--- src/rtl/fifo_pkg.sv ---
// ---------------------------------------------------------------------------
// fifo_pkg
// Shared constants and elaboration-time helpers for the single-clock FIFO.
//   fifo_depth()        : number of words held, 2**address_size
//   clog2()             : ceiling log2 for constant expressions
//   count_width()       : bits needed to hold an occupancy of 0..depth
//   *_ok()              : parameter legality checks used at elaboration
// ---------------------------------------------------------------------------
package fifo_pkg;

    function automatic int fifo_depth(input int address_size);
        return 1 << address_size;
    endfunction

    function automatic int clog2(input int value);
        int result;
        result = 0;
        while ((1 << result) < value) begin
            result++;
        end
        return result;
    endfunction

    // Occupancy runs 0..depth inclusive, so it needs one bit more than the
    // address; the pointers share this width and use the extra bit to wrap.
    function automatic int count_width(input int depth);
        return clog2(depth + 1);
    endfunction

    function automatic bit afull_thresh_ok(input int thresh, input int depth);
        return (thresh >= 1) && (thresh <= depth);
    endfunction

    function automatic bit aempty_thresh_ok(input int thresh, input int depth);
        return (thresh >= 0) && (thresh <= depth - 1);
    endfunction

endpackage

--- src/rtl/fifo_mem_1r1w.sv ---
// ---------------------------------------------------------------------------
// fifo_mem_1r1w
// Storage array for the FIFO: one synchronous write port, one combinational
// read port.
//   clk    : write clock, rising edge
//   we     : write enable
//   waddr  : write address
//   wdata  : write data
//   raddr  : read address
//   rdata  : mem[raddr], combinational
// ---------------------------------------------------------------------------
module fifo_mem_1r1w
    import fifo_pkg::*;
#(
    parameter int MEMORY_WIDTH = 8,
    parameter int ADDRESS_SIZE = 3
) (
    input  logic                    clk,
    input  logic                    we,
    input  logic [ADDRESS_SIZE-1:0] waddr,
    input  logic [MEMORY_WIDTH-1:0] wdata,
    input  logic [ADDRESS_SIZE-1:0] raddr,
    output logic [MEMORY_WIDTH-1:0] rdata
);

    localparam int DEPTH = fifo_depth(ADDRESS_SIZE);

    logic [MEMORY_WIDTH-1:0] mem [DEPTH];

    // NOTE: the array has no reset on purpose; a reset would stop it mapping
    // onto RAM, and the pointers already make stale words unreachable.
    always_ff @(posedge clk) begin
        if (we) begin
            mem[waddr] <= wdata;
        end
    end

    assign rdata = mem[raddr];

endmodule

--- src/rtl/fifo_sync_param.sv ---
// ---------------------------------------------------------------------------
// fifo_sync_param
// Single-clock parametrised FIFO with occupancy count, programmable
// almost-full/almost-empty thresholds, sticky overflow/underflow flags and a
// selectable read mode (show-ahead or registered output).
//   clk, rst_n   : clock (rising edge), asynchronous active-low reset
//   w_en, wdata  : write request and data
//   r_en         : read request
//   clr_err      : clears the sticky overflow/underflow flags
//   rdata        : read data; rdata_valid marks it as meaningful
//   w_full       : count == DEPTH        r_empty      : count == 0
//   almost_full  : count >= AFULL_THRESH almost_empty : count <= AEMPTY_THRESH
//   count        : occupancy 0..DEPTH
//   overflow     : write attempted while full (sticky)
//   underflow    : read attempted while empty (sticky)
// ---------------------------------------------------------------------------
module fifo_sync_param
    import fifo_pkg::*;
#(
    parameter int MEMORY_WIDTH  = 8,
    parameter int ADDRESS_SIZE  = 3,
    parameter int READ_REG      = 1,
    parameter int AFULL_THRESH  = 6,
    parameter int AEMPTY_THRESH = 1
) (
    input  logic                    clk,
    input  logic                    rst_n,
    input  logic                    w_en,
    input  logic [MEMORY_WIDTH-1:0] wdata,
    input  logic                    r_en,
    input  logic                    clr_err,
    output logic [MEMORY_WIDTH-1:0] rdata,
    output logic                    rdata_valid,
    output logic                    w_full,
    output logic                    r_empty,
    output logic                    almost_full,
    output logic                    almost_empty,
    output logic [ADDRESS_SIZE:0]   count,
    output logic                    overflow,
    output logic                    underflow
);

    localparam int DEPTH = fifo_depth(ADDRESS_SIZE);
    localparam int PTR_W = count_width(DEPTH);

    localparam logic [PTR_W-1:0] DEPTH_C  = PTR_W'(DEPTH);
    localparam logic [PTR_W-1:0] AFULL_C  = PTR_W'(AFULL_THRESH);
    localparam logic [PTR_W-1:0] AEMPTY_C = PTR_W'(AEMPTY_THRESH);

    if (MEMORY_WIDTH < 1 || ADDRESS_SIZE < 1) begin : g_bad_size
        $error("fifo_sync_param: MEMORY_WIDTH and ADDRESS_SIZE must be >= 1");
    end
    if (READ_REG != 0 && READ_REG != 1) begin : g_bad_mode
        $error("fifo_sync_param: READ_REG must be 0 or 1");
    end
    if (!afull_thresh_ok(AFULL_THRESH, DEPTH)) begin : g_bad_afull
        $error("fifo_sync_param: AFULL_THRESH must lie in 1..DEPTH");
    end
    if (!aempty_thresh_ok(AEMPTY_THRESH, DEPTH)) begin : g_bad_aempty
        $error("fifo_sync_param: AEMPTY_THRESH must lie in 0..DEPTH-1");
    end

    logic [PTR_W-1:0]        w_ptr;
    logic [PTR_W-1:0]        r_ptr;
    logic [PTR_W-1:0]        w_ptr_next;
    logic [PTR_W-1:0]        r_ptr_next;
    logic [PTR_W-1:0]        count_next;
    logic                    wr_accept;
    logic                    rd_accept;
    logic [MEMORY_WIDTH-1:0] mem_rdata;

    // Full blocks writes and empty blocks reads, so a write and read in the
    // same cycle can never target the same word.
    assign wr_accept = w_en & ~w_full;
    assign rd_accept = r_en & ~r_empty;

    // Pointers carry one extra wrap bit, so their difference is the
    // occupancy without any full/empty ambiguity.
    assign w_ptr_next = w_ptr + PTR_W'(wr_accept);
    assign r_ptr_next = r_ptr + PTR_W'(rd_accept);
    assign count_next = w_ptr_next - r_ptr_next;

    // NOTE: flags are registered from count_next rather than from count, so
    // they agree with count on every cycle instead of trailing it by one.
    always_ff @(posedge clk or negedge rst_n) begin
        if (!rst_n) begin
            w_ptr        <= '0;
            r_ptr        <= '0;
            count        <= '0;
            w_full       <= 1'b0;
            r_empty      <= 1'b1;
            almost_full  <= 1'b0;
            almost_empty <= 1'b1;
            overflow     <= 1'b0;
            underflow    <= 1'b0;
        end else begin
            w_ptr        <= w_ptr_next;
            r_ptr        <= r_ptr_next;
            count        <= count_next;
            w_full       <= (count_next == DEPTH_C);
            r_empty      <= (count_next == '0);
            almost_full  <= (count_next >= AFULL_C);
            almost_empty <= (count_next <= AEMPTY_C);
            // A new error in the same cycle as clr_err keeps the flag set.
            overflow     <= (w_en & w_full)  | (overflow  & ~clr_err);
            underflow    <= (r_en & r_empty) | (underflow & ~clr_err);
        end
    end

    fifo_mem_1r1w #(
        .MEMORY_WIDTH (MEMORY_WIDTH),
        .ADDRESS_SIZE (ADDRESS_SIZE)
    ) u_mem (
        .clk   (clk),
        .we    (wr_accept),
        .waddr (w_ptr[ADDRESS_SIZE-1:0]),
        .wdata (wdata),
        .raddr (r_ptr[ADDRESS_SIZE-1:0]),
        .rdata (mem_rdata)
    );

    if (READ_REG != 0) begin : g_read_reg
        logic [MEMORY_WIDTH-1:0] rdata_q;
        logic                    rdata_valid_q;

        // The popped word is captured at the read edge and held until the
        // next accepted read; valid pulses for one cycle per read.
        always_ff @(posedge clk or negedge rst_n) begin
            if (!rst_n) begin
                rdata_q       <= '0;
                rdata_valid_q <= 1'b0;
            end else begin
                rdata_valid_q <= rd_accept;
                if (rd_accept) begin
                    rdata_q <= mem_rdata;
                end
            end
        end

        assign rdata       = rdata_q;
        assign rdata_valid = rdata_valid_q;
    end else begin : g_show_ahead
        assign rdata       = mem_rdata;
        assign rdata_valid = ~r_empty;
    end

endmodule

--- config.mk ---
export PLATFORM = sky130hd
export DESIGN_NAME = fifo_sync_param
export DESIGN_NICKNAME = d
export VERILOG_FILES = /design/src/rtl/fifo_pkg.sv /design/src/rtl/fifo_mem_1r1w.sv /design/src/rtl/fifo_sync_param.sv
export SDC_FILE = /design/constraint.sdc
export NUM_CORES = 1
export LEC_CHECK = 0
export BUFFER_PORTS_ARGS = -buffer_cell sky130_fd_sc_hd__buf_2
export CORE_ASPECT_RATIO = 0.8
export CORE_MARGIN = 10
export CORE_UTILIZATION = 35
export DETAILED_ROUTE_END_ITERATION = 7
export SYNTH_ARGS = -nofsm -noshare
export SYNTH_HDL_FRONTEND = slang
export SYNTH_SLANG_ARGS = --single-unit
export TNS_END_PERCENT = 30
--- constraint.sdc ---
create_clock -name clk -period 6.4 [get_ports clk]
set_clock_uncertainty 0.2 [all_clocks]
set_input_delay 0.32 -clock clk [delete_from_list [all_inputs] [get_ports clk]]
set_output_delay 0.32 -clock clk [all_outputs]
set_load 0.1 [all_outputs]
==> results <==
- The area of the mapped netlist is 0.00359 mm^2.
- The worst register-to-register path has a setup slack of 3250 ps.
- The vertical extent of the die is 111 um.
- The number of gates resized after CTS was 0.
- The met1 global-route usage is 12.5%.
- The detailed-routing iteration count for the pre-antenna-repair pass is 4.
- The maximum net fanout on the critical path is 17.
- The setup violation total in the final timing report is 0.
- At the worst endpoint, the required time is 6400 ps.
- After global routing, the most crowded layer is met2.
- Once routing completed, OpenROAD measured the worst setup slack at 3250 ps.
- The number of hold violations in the final report was 0.
- The worst setup path is launched from a register.
- The number of routed nets with antenna violations is 0.
- The count of unique library cells instantiated by Yosys is 32.
- The number of nets in the synthesized netlist is 230.
- Setup repair after global routing left no endpoint under its margin.
- For the pin with the worst max-slew slack, the measured transition is 990 ps.
- The met3 global-route usage is 4.12%.
- The initial antenna violation count is 0.
- The share of the cycle needed by the critical path after routing is 49.2%.
- The flow ran to the end, and the final reports show no timing, DRC or antenna violations.
- The total clock buffers created by CTS is 9.
- Of the cells placed in the final design, the portion with a size suffix greater than 1 is 29.2%.
- The core area is 0.0102 mm^2.
- The count of inserted antenna diode cells is 0.
- Wires add up to 6.65 mm.
- The detailed-placement wirelength estimate is 4.24 mm.
- Sequential cells were found to cover 72.3% of the synthesized design area.
- After clock tree synthesis, the clock-pin slew on the worst setup and hold paths is 60 ps.
- Clock tree synthesis selected as its root buffer the cell sky130_fd_sc_hd__clkbuf_16.
- After routing the design area is 0.00417 mm^2.
- The routed via count divided by cell count is 4.58.
- The number of global-route vias before repair is 1908.
- The post-placement worst setup slack is 3210 ps.
- The overflow left after global routing is 0.
- After technology mapping, the gate count stands at 208.
- TritonCTS built the clock tree.
- The start point of the critical path is r_empty$_DFF_PN1_.
- Once the floorplan was initialized, standard cells occupied 35.4% of the core.
- The first-pass GRT wire length is 10.6 mm.
- Dividing the detail-routed wire length by the instance count gives 17.1 um.
- The worst register-to-register path ends at w_full$_DFF_PN0_.
- The remaining routing DRC violations is 0.
- In this run the deepest clock path goes through 2 buffers.
- Counting I/O delays and the setup requirement, the final critical path takes 3150 ps.
- The number of cells on the worst reg-to-reg path is 10.
- The final number of max-transition violations is 0.
- The maximum number of pins on one net before global-route repair is 28.
- The routability congestion estimate from global placement is 0.767.
- The global routing usage summed across all routing layers is 9.47%.
- Based on the critical path, the design can be clocked at up to 317 MHz.
- Relative to the synthesized area, the layout overhead comes to 16.1%.
- The kind of capture point of the worst setup path is a register.
- The reported max-cap violation count is 0.
- The total I/O pin count is 32.
- The die outline area is 0.0147 mm^2.
- The min-delay analysis places its worst path in the category in -> reg.
- The classification of the worst setup path is reg -> reg.
- Row generation in the floorplan step produced 33 rows.
- The detailed router finished its first iteration with 71 violations.
- The met2 track utilization from global routing is 13.4%.
- The worst pin sits at a relative slew slack of 33.8%.
- The end point of the critical path is w_full$_DFF_PN0_.
- STA puts the critical path data arrival time at 3150 ps.
- The number of buffers inserted by port buffering is 31.
- Each instance of the synthesized netlist takes up on average 17.3 um^2.
- The clock tree synthesis step divided the H-tree into 3 levels.
- The launch point of the worst reg-to-reg path is r_empty$_DFF_PN1_.
- The yosys synthesis warning count is 0.
- The total negative setup slack is 0 ps.
- The via count is 1785.
- In this run the cell area measured after placement is 0.00388 mm^2.
- The clock net in this run drives a total of 91 sinks.
- Clock latency on the worst-skew pair, taken at its later pin, is 330 ps.
- For this run, the share of the core covered by cells in the final layout is 41.1%.
- The die is 133 um wide.
- At the end of the flow, the number of nets in the layout was 267.
- Counting flops and latches in the post-synthesis netlist gives 91.
critical path, stage by stage, from the launching register on:
cell and delay (ps):
sky130_fd_sc_hd__dfstp_2 530, sky130_fd_sc_hd__nand2b_1 460, sky130_fd_sc_hd__inv_1 140, sky130_fd_sc_hd__ha_1 250, sky130_fd_sc_hd__ha_1 280, sky130_fd_sc_hd__inv_1 60, sky130_fd_sc_hd__ha_1 270, sky130_fd_sc_hd__a21o_1 170
sky130_fd_sc_hd__a21oi_1 160, sky130_fd_sc_hd__xnor3_2 320, sky130_fd_sc_hd__nor4b_1 170
metal layers:
layer	up-vias	wire length [um]
met5	-	0
met4	0	73
met3	8	429
met2	50	2890
met1	862	3260
li1	865	-
stage by stage:
stage / hold slack, ps / std cells
floorplan: -176 / 208
global placement: 160 / 372
detailed placement: 165 / 372
CTS: 9.81 / 390
global route: 21.1 / 390
finish: 16.9 / 390
synth_stat cells, drive strengths merged:
| library cell | number | area (um^2) |
|---|---|---|
| a21o | 2 | 15.0 |
| a21oi | 1 | 5.00 |
| buf | 5 | 52.6 |
| clkbuf | 4 | 15.0 |
| dfrtp | 25 | 626 |
| dfstp | 2 | 52.6 |
| edfxtp | 64 | 1920 |
| fa | 1 | 20.0 |
| ha | 8 | 100 |
| inv | 9 | 33.8 |
| mux2 | 8 | 90.1 |
| mux2i | 8 | 80.1 |
| mux4 | 8 | 180 |
| nand2 | 12 | 45.0 |
| nand2b | 4 | 25.0 |
| nand3 | 10 | 60.1 |
| nor2 | 6 | 22.5 |
| nor2b | 1 | 6.26 |
| nor3 | 3 | 20.0 |
| nor4 | 1 | 12.5 |
| nor4b | 1 | 8.76 |
| o21ai | 10 | 50.0 |
| o221ai | 8 | 70.1 |
| or2b | 1 | 7.51 |
| xnor2 | 2 | 25.0 |
| xnor3 | 1 | 23.8 |
| xor2 | 3 | 26.3 |
area by class of cell:
| type | count | area, um^2 |
|---|---|---|
| Fill cell | 952 | 5980 |
| Multi-Input combinational cell | 99 | 898 |
| Clock buffer | 10 | 229 |
| Sequential cell | 91 | 2600 |
| Tap cell | 140 | 175 |
| Inverter | 9 | 33.8 |
| Timing Repair Buffer | 35 | 190 |
| Clock inverter | 6 | 47.5 |
registers in the layout, summed over array words and instances (netlist names):
signal	count
u_mem.mem	64
rdata	8
count	4
r_ptr	4
w_ptr	4
almost_empty	1
almost_full	1
overflow	1
r_empty	1
rdata_valid	1
underflow	1
w_full	1
placed cells by master (no fill, tap or decap), types with 2 or more instances in the layout:
master	netlist	routed
sky130_fd_sc_hd__clkinv_4	0	2
sky130_fd_sc_hd__buf_4	1	2
sky130_fd_sc_hd__mux4_2	8	8
sky130_fd_sc_hd__clkbuf_16	0	9
sky130_fd_sc_hd__o21ai_0	9	9
sky130_fd_sc_hd__nor3_2	1	2
sky130_fd_sc_hd__dfrtp_1	25	25
sky130_fd_sc_hd__edfxtp_1	64	64
sky130_fd_sc_hd__buf_2	0	31
sky130_fd_sc_hd__nand2b_1	4	4
sky130_fd_sc_hd__dlygate4sd3_1	0	2
sky130_fd_sc_hd__nand2_1	12	12
sky130_fd_sc_hd__inv_6	0	2
sky130_fd_sc_hd__nand3_1	8	8
sky130_fd_sc_hd__inv_1	9	9
sky130_fd_sc_hd__ha_1	8	8
sky130_fd_sc_hd__o221ai_1	8	8
sky130_fd_sc_hd__mux2i_1	8	8
sky130_fd_sc_hd__mux2_2	8	8
sky130_fd_sc_hd__xor2_1	3	3
sky130_fd_sc_hd__nand3_2	2	2
sky130_fd_sc_hd__dfstp_2	2	2
sky130_fd_sc_hd__nor2_1	6	6
sky130_fd_sc_hd__a21o_1	2	2
kinds of logic (layout without fill, tap and decap cells):
kind of cell | Yosys count | in the layout | share of synthesized area, %
compound gates | 21 | 21 | 3.90
xor+xnor | 6 | 6 | 2.09
fa+ha+maj | 9 | 9 | 3.34
buf+inv | 18 | 60 | 2.82
flops | 91 | 91 | 72.3
mux | 24 | 24 | 9.75
simple gates | 39 | 39 | 5.78
what timing repair did:
item,4_1_cts,5_1_grt
endpoints found under the hold margin,26,0
buffers inserted,0,0
hold buffers,2,0
how the worst min path moves through the flow:
stage          slack, ps  startpoint  depth (start not counted)                     to
2_1_floorplan       -180       rst_n                          0  almost_full$_DFF_PN0_
3_3_place_gp         160       rst_n                          1     count[1]$_DFF_PN0_
3_5_place_dp         170       rst_n                          1     count[1]$_DFF_PN0_
4_1_cts               10        w_en                          3     overflow$_DFF_PN0_
5_1_grt               20        w_en                          3     overflow$_DFF_PN0_
6_report              20        w_en                          3     overflow$_DFF_PN0_
Power is left out: the tool's default activity adds up to more than one toggle a clock period on the data nets, which glitch-free logic cannot reach.
